$ cat config.mk
export PLATFORM = sky130hd
export DESIGN_NAME = mem_loader
export DESIGN_NICKNAME = d
export VERILOG_FILES = /design/src/rtl/mem_loader.sv
export SDC_FILE = /design/constraint.sdc
export NUM_CORES = 1
export LEC_CHECK = 0
export ABC_CLOCK_PERIOD_IN_PS = 2500
export BUFFER_PORTS_ARGS = -buffer_cell sky130_fd_sc_hd__buf_4
export CAP_MARGIN = 15
export CORE_MARGIN = 3
export CORE_UTILIZATION = 40
export CTS_BUF_LIST = sky130_fd_sc_hd__clkbuf_8
export CTS_CLUSTER_DIAMETER = 40
export CTS_CLUSTER_SIZE = 28
export DETAILED_ROUTE_END_ITERATION = 12
export GPL_TIMING_DRIVEN = 1
export PLACE_DENSITY = 0.7
export REMOVE_ABC_BUFFERS = 1
export SYNTH_ARGS = -nofsm -noshare
export SYNTH_HDL_FRONTEND = slang
export SYNTH_SLANG_ARGS = --single-unit
$ cat constraint.sdc
create_clock -name clk -period 2.5 [get_ports clk]
set_input_delay 0.75 -clock clk [delete_from_list [all_inputs] [get_ports clk]]
set_output_delay 0.75 -clock clk [all_outputs]
set_load 0.01 [all_outputs]
$ cat src/rtl/mem_loader.sv
// mem_loader
//   Streams a data image and then an instruction image into the CPU's two
//   external memory ports, waits a short settle time, then enables the CPU
//   and counts its run cycles until it fetches the stop opcode.
//
// Ports
//   clk, arst_n          rising-edge clock, asynchronous active-low reset
//   start                one-cycle pulse; begins a load from IDLE or HALT
//   in_valid, in_data    source word stream (imem phase uses [31:0])
//   in_ready             a word is accepted on in_valid & in_ready
//   stop_seen            CPU fetched the stop opcode (only honoured in RUN)
//   *_ext                instruction-memory port (32-bit data)
//   *_ext_2              data-memory port (64-bit data)
//   cpu_enable           high in RUN only
//   busy, done           busy outside IDLE/HALT; done in HALT
//   cycles               number of clk edges seen with cpu_enable high
//
// state     | meaning
// ----------+----------------------------------------------------------
// IDLE      | waiting for start after reset
// LOAD_DMEM | accepting data words, writing the data-memory port
// LOAD_IMEM | accepting instruction words, writing the instr-memory port
// SETTLE    | last write pulse, then SETTLE_CYCLES idle cycles
// RUN       | CPU enabled, cycle counter running
// HALT      | stop opcode seen; results held until the next start
module mem_loader #(
   parameter int IMEM_WORDS    = 512,
   parameter int DMEM_WORDS    = 1024,
   parameter int SETTLE_CYCLES = 1
) (
   input  logic        clk,
   input  logic        arst_n,
   input  logic        start,
   input  logic        in_valid,
   input  logic [63:0] in_data,
   output logic        in_ready,
   input  logic        stop_seen,
   output logic [63:0] addr_ext,
   output logic        wen_ext,
   output logic        ren_ext,
   output logic [31:0] wdata_ext,
   output logic [63:0] addr_ext_2,
   output logic        wen_ext_2,
   output logic        ren_ext_2,
   output logic [63:0] wdata_ext_2,
   output logic        cpu_enable,
   output logic        busy,
   output logic        done,
   output logic [31:0] cycles
);

   // One word counter serves both phases, so it is sized for the larger one.
   localparam int MAX_WORDS = (IMEM_WORDS > DMEM_WORDS) ? IMEM_WORDS : DMEM_WORDS;
   localparam int CNT_W     = (MAX_WORDS > 1) ? $clog2(MAX_WORDS) : 1;
   localparam int SET_W     = (SETTLE_CYCLES > 0) ? $clog2(SETTLE_CYCLES + 1) : 1;

   localparam logic [CNT_W-1:0] DMEM_LAST = CNT_W'(DMEM_WORDS - 1);
   localparam logic [CNT_W-1:0] IMEM_LAST = CNT_W'(IMEM_WORDS - 1);
   localparam logic [SET_W-1:0] SETTLE_LD = SET_W'(SETTLE_CYCLES);

   typedef enum logic [2:0] {
      IDLE, LOAD_DMEM, LOAD_IMEM, SETTLE, RUN, HALT
   } state_t;

   state_t             state_q, state_d;
   logic [CNT_W-1:0]   word_cnt_q, word_cnt_d;
   logic [SET_W-1:0]   settle_cnt_q, settle_cnt_d;
   logic [31:0]        cycles_q, cycles_d;
   logic               wen_ext_q, wen_ext_d;
   logic [63:0]        addr_ext_q, addr_ext_d;
   logic [31:0]        wdata_ext_q, wdata_ext_d;
   logic               wen_ext_2_q, wen_ext_2_d;
   logic [63:0]        addr_ext_2_q, addr_ext_2_d;
   logic [63:0]        wdata_ext_2_q, wdata_ext_2_d;

   always_ff @(posedge clk or negedge arst_n) begin
      if (!arst_n) begin
         state_q       <= IDLE;
         word_cnt_q    <= '0;
         settle_cnt_q  <= '0;
         cycles_q      <= '0;
         wen_ext_q     <= 1'b0;
         addr_ext_q    <= '0;
         wdata_ext_q   <= '0;
         wen_ext_2_q   <= 1'b0;
         addr_ext_2_q  <= '0;
         wdata_ext_2_q <= '0;
      end else begin
         state_q       <= state_d;
         word_cnt_q    <= word_cnt_d;
         settle_cnt_q  <= settle_cnt_d;
         cycles_q      <= cycles_d;
         wen_ext_q     <= wen_ext_d;
         addr_ext_q    <= addr_ext_d;
         wdata_ext_q   <= wdata_ext_d;
         wen_ext_2_q   <= wen_ext_2_d;
         addr_ext_2_q  <= addr_ext_2_d;
         wdata_ext_2_q <= wdata_ext_2_d;
      end
   end

   // Write pulses default to zero every cycle, so a port is only ever driven
   // the cycle after its own phase accepts a word; the two ports cannot
   // overlap because only one load state is active at a time.
   always_comb begin
      state_d       = state_q;
      word_cnt_d    = word_cnt_q;
      settle_cnt_d  = settle_cnt_q;
      cycles_d      = cycles_q;
      wen_ext_d     = 1'b0;
      addr_ext_d    = '0;
      wdata_ext_d   = '0;
      wen_ext_2_d   = 1'b0;
      addr_ext_2_d  = '0;
      wdata_ext_2_d = '0;

      case (state_q)
         IDLE, HALT: begin
            if (start) begin
               state_d      = LOAD_DMEM;
               word_cnt_d   = '0;
               settle_cnt_d = '0;
               cycles_d     = '0;
            end
         end
         LOAD_DMEM: begin
            if (in_valid) begin
               wen_ext_2_d   = 1'b1;
               addr_ext_2_d  = 64'(word_cnt_q) << 2;
               wdata_ext_2_d = in_data;
               if (word_cnt_q == DMEM_LAST) begin
                  word_cnt_d = '0;
                  state_d    = LOAD_IMEM;
               end else begin
                  word_cnt_d = word_cnt_q + 1'b1;
               end
            end
         end
         LOAD_IMEM: begin
            if (in_valid) begin
               wen_ext_d   = 1'b1;
               addr_ext_d  = 64'(word_cnt_q) << 2;
               wdata_ext_d = in_data[31:0];
               if (word_cnt_q == IMEM_LAST) begin
                  word_cnt_d   = '0;
                  settle_cnt_d = SETTLE_LD;
                  state_d      = SETTLE;
               end else begin
                  word_cnt_d = word_cnt_q + 1'b1;
               end
            end
         end
         // First SETTLE cycle carries the last write pulse; the down-counter
         // then supplies the idle cycles before the CPU is enabled.
         SETTLE: begin
            if (settle_cnt_q == '0) begin
               state_d = RUN;
            end else begin
               settle_cnt_d = settle_cnt_q - 1'b1;
            end
         end
         RUN: begin
            if (cycles_q != 32'hFFFF_FFFF) begin
               cycles_d = cycles_q + 32'd1;
            end
            if (stop_seen) begin
               state_d = HALT;
            end
         end
         default: state_d = IDLE;
      endcase
   end

   assign in_ready    = (state_q == LOAD_DMEM) || (state_q == LOAD_IMEM);
   assign cpu_enable  = (state_q == RUN);
   assign busy        = (state_q != IDLE) && (state_q != HALT);
   assign done        = (state_q == HALT);
   assign cycles      = cycles_q;
   assign wen_ext     = wen_ext_q;
   assign addr_ext    = addr_ext_q;
   assign wdata_ext   = wdata_ext_q;
   assign ren_ext     = 1'b0;
   assign wen_ext_2   = wen_ext_2_q;
   assign addr_ext_2  = addr_ext_2_q;
   assign wdata_ext_2 = wdata_ext_2_q;
   assign ren_ext_2   = 1'b0;

endmodule

# == Word-level counts from Yosys, hierarchy flattened ==
# Index checks and enable logic that the tools add are counted.
# W data, S select, Z words.
# word_totals
output_inout_bits,264
reg_bits,272
input_bits,69
word_cells,74
# op_classes
muxes,32
add_sub_neg,3
reduce_logical,12
eq_ne,17
# op_table
op,count
$mux W32,4
$mux W64,2
$pmux W32 S2,1
$mux W10,5
$mux W12,3
$add A32 B1 Y32 const B,1
$ne A32 B32 Y1 const B,1
$pmux W10 S3,1
$mux W3,7
$pmux W3 S5,1
$ne A2 B2 Y1 const B,7
$add A10 B1 Y10 const B,1
$eq A10 B10 Y1 const B,1
$eq A10 B9 Y1 const B,1
$reduce_bool A3 Y1,3
$reduce_and A4 Y1,2
$mux W1,7
$reduce_and A7 Y1,1
$eq A3 B2 Y1 const B,2
$eq A3 B3 Y1 const B,2
$eq A3 B1 Y1 const B,1
$logic_not A3 Y1,1
$ne A3 B3 Y1 const B,1
$pmux W1 S3,1
other kinds (7),7

# == Logic depth before layout (Yosys ltp) ==
# depth
word_depth,4
ltp_mapped,9
ltp_nobuf,6

# == Worst setup path before layout ==
# OpenSTA, ideal clock, no wires.
# synth_timing
kind,register to output
from,register state_q[0]
to,output cpu_enable
path_slack_ps,465
arrival_time_ps,1285
path_buffers,1
stages_incl_launch_ff,4
required_time_ps,1750
path_cell_list,dfrtp_1 > or3b_1 > inv_1 > clkbuf_1
# synth_between
elab_chain_len,1
# synth_lines
item,line,source
"start, declared",65,"state_t state_q, state_d;"
"start signal, assigned",89,state_q <= state_d;
$eq A3 B3 Y1,175,assign cpu_enable = (state_q == RUN);
"end, declared",46,"output logic cpu_enable,"
# No other way between the ends.

# == Worst setup path in the final report ==
# Ends and elaborated chain as after synthesis.

==> impl_metrics.csv <==
group,metric,value,unit
setup_path,worst_path_most_repeated_cell,"buf_4",
global_routing,busiest_layer,"met2",
setup_path,path_class,"register to output pin",
logic_synthesis,yosysWarnings,0,
finish,final_core_util,0.535,
setup_path,cp_max_fo,10,
timing,hold_viol,0,
finish,n_antenna_cell,0,
timing,maxSlewViolCount,0,
floorplan,io_pins,333,
setup_path,cp-end-kind,"output pin",
logic_synthesis,synth.distinct_cells,55,
global_routing,grt_pass1_wl,26.9,mm
finish,drive_gt1_frac,0.327,
logic_synthesis,yosysTopAreaCellShare,0.557,
route,wl_per_cell,15.3,um
setup_path,r2r_start,"cycles[9]$_DFFE_PN0P_",
global_routing,use_met3,0.0425,
setup_path,cp_top_family,"buffers and inverters",
timing,fmax,415,MHz
cts,cts_buffers,17,
pwr,p_leak,4.78,nW
cts,cts_sinks,164,
route,final_antenna_net_count,0,
global_routing,grtUsageMet1,0.219,
finish,nFillCells,1603,
floorplan,die_h,142,um
cts,clk_latency,0.44,ns
cts,clkSlewWorstSetupHoldPaths,0.09,ns
timing,fin_crit_sh,0.963,
route,drc,0,
setup_path,worst_ep_required_time,1.75,ns
finish,area_growth,28.1,%
route,routed_wl,17.7,mm
flow_run,cap_violations,0,
timing,post-route-min-period,2.41,ns
global_routing,antenna_found_initial,0,
cts,cts_tree,"yes",
route,drt-initial-drc-count,261,
pwr,peakVddDrop,0.547,mV
setup_path,slowest_stage,"dfrtp_1",
global_routing,grt_remaining_overflow,0,
setup_path,cp_num_buf_inv,3,
timing,maxSlewHeadroom,0.512,
global_routing,grt_max_degree,54,
min_path,min_path_type,"primary input to asynchronous set/reset pin",
placement,gp_congestion,0.848,
setup_path,start_kind,"register",
timing,whs,0.192,ns
placement,placed_cells,1119,
setup_path,worstPathArrival,1.66,ns
timing,finClkSkew,0.0112,ns
pwr,power_density,687,nW/um^2
finish,stdcell_count,1152,
placement,portBuffers,222,
route,viasPerCell,4.67,
timing,setup_viol,0,
outcome,outcome,"finished clean",
logic_synthesis,ys_seq_elements,164,
logic_synthesis,synth_enable_flop_cells,0,
logic_synthesis,async_flop_share,1.00,
setup_path,worstSetupStartpoint,"state_q[0]$_DFFE_PN0P_",
cts,cts-htree-levels,4,
logic_synthesis,synth_area,7370,um^2
logic_synthesis,synthCells,678,
logic_synthesis,ys.flop_type,"dfrtp_1",
global_routing,use_met2,0.283,
floorplan,rows,48,
floorplan,start_util,0.417,
finish,nets,985,
floorplan,die-area,20100,um^2
route,dr.pass1.iters,4,
setup_path,cp_slowest_stage_delay,0.41,ns
floorplan,fp.dieW,142,um
logic_synthesis,syn_avg_cell_area,10.9,um^2
cts,cts_max_path_buffers,2,
route,vias,5385,
timing,worstMarginPinSlew,0.728,ns
logic_synthesis,ys_seq_area_frac,0.557,
setup_path,path_cells,"or3b_4 -> buf_4 -> inv_4 -> buf_4",
cts,cts-root-buf,"clkbuf_8",
timing,rsz0062_at_grt,"no",
logic_synthesis,yosys.area.top_type,"dfrtp_1",
global_routing,grt_pass1_vias,4936,
placement,dp_hpwl,12.9,mm
floorplan,coreArea,17700,um^2
logic_synthesis,synth_area_leaders,"dfrtp_1 (56%), buf_4 (11%), and2_1 (9.9%)",
global_routing,global_route.usage.total,0.170,
==> state kept, by name (all words and copies together), names as in the netlist <==
name / count
addr_ext_2: 10
word_cnt_q: 10
addr_ext: 10
cycles: 32
state_q: 3
settle_cnt_q: 1
wen_ext: 1
wdata_ext_2: 64
wdata_ext: 32
wen_ext_2: 1
==> cell usage after synthesis, drive strengths merged (2+ instances only) <==
master	instances
and2	117
o21ai	25
dfrtp	164
and3	7
nor3	7
a21oi	15
o21a	2
mux2	3
o22ai	2
nor2	25
o211ai	3
o41ai	3
clkbuf	20
a31oi	13
buf	121
or2	2
or3	6
a221oi	2
a41oi	5
and4	3
inv	10
nor4	4
a211oi	2
nand3	23
or4	7
ha	2
nand2b	6
o31ai	22
nand2	22
o32a	2
nor2b	7
nand4	12
a31o	2
==> where the power goes <==
part	internal, W	switching (W)	leakage, nW
Combinational	0.000616	0.000605	2.40
Clock	0.000875	0.00103	0.202
Sequential	0.00296	0.000407	2.18
Total	0.00445	0.00204	4.78
==> cells by family (layout without fill, tap and decap cells) <==
| kind of cell | Yosys count | in the layout | synth area share |
|---|---|---|---|
| flip-flops | 164 | 164 | 0.557 |
| AND/OR/NAND/NOR | 253 | 253 | 0.201 |
| buffers and inverters | 151 | 291 | 0.138 |
| multiplexers | 3 | 3 | 0.00459 |
| other | 1 | 110 | 0.000509 |
| adder cells (fa/ha/maj) | 2 | 2 | 0.00340 |
| AO/OA/AOI/OAI | 104 | 104 | 0.0954 |
==> area by class of cell <==
class	count	area (um^2)	share of cell area
Sequential cell	164	4100	0.435
Multi-Input combinational cell	472	2690	0.285
Inverter	10	40.0	0.00424
Tap cell	225	282	0.0298
Clock buffer	19	262	0.0277
Timing Repair Buffer	249	1930	0.204
Clock inverter	13	135	0.0143
==> worst paths after layout <==
check	endpoint	slack (ns)	cells after the start
max	cpu_enable	0.09	4
min	addr_ext_2[9]$_DFF_PN0_	0.19	1
max reg2reg	cycles[26]$_DFFE_PN0P_	0.31	5
min reg2reg	settle_cnt_q$_DFFE_PN0P_	0.51	1
max in group asynchronous	wdata_ext_2[56]$_DFF_PN0_	1.67	2
min in group clk	wdata_ext_2[58]$_DFF_PN0_	0.51	2
==> routing by layer <==
layer	up-vias	share of wire
met2	212	0.51
met3	15	0.076
met4	0	0.014
met5	-	0
met1	2588	0.40
li1	2570	-
==> metrics by stage <==
step	setup TNS (ns)	total power, W	area [um^2]	setup WS, ns
2_1_floorplan	-19.97	0.00387	6800	-0.463
3_3_place_gp	0	0.00462	9010	0.259
3_5_place_dp	0	0.00465	9010	0.224
4_1_cts	0	0.00657	9420	0.000339
5_1_grt	0	0.00685	9440	0.0109
6_report	0	0.00649	9440	0.0926
==> cell usage in the layout (no fill, tap or decap), drive strengths merged, types with 2 or more instances in the layout <==
cell,instances
or4,7
or2,2
nand2b,6
dfrtp,164
nor2b,7
a31o,2
nor4,4
ha,2
clkinv,3
o31ai,22
o41ai,3
o22ai,2
o21ai,25
o211ai,3
nand2,22
a41oi,5
inv,18
conb,110
and3,7
nand3,23
and2,117
clkbuf,19
a221oi,2
buf,249
a31oi,13
or3,6
o21a,2
nor2,25
a211oi,2
mux2,3
nor3,7
o32a,2
and4,3
nand4,12
a21oi,15
==> timing repair <==
action / in CTS / in global routing
pin swaps: 1 / 0
gates resized for setup: 4 / 5
setup buffers: 1 / 0
hold buffers: 0 / 0
setup endpoints to repair: 2 / 3
Note: power is estimated with default switching activity, not from simulation.
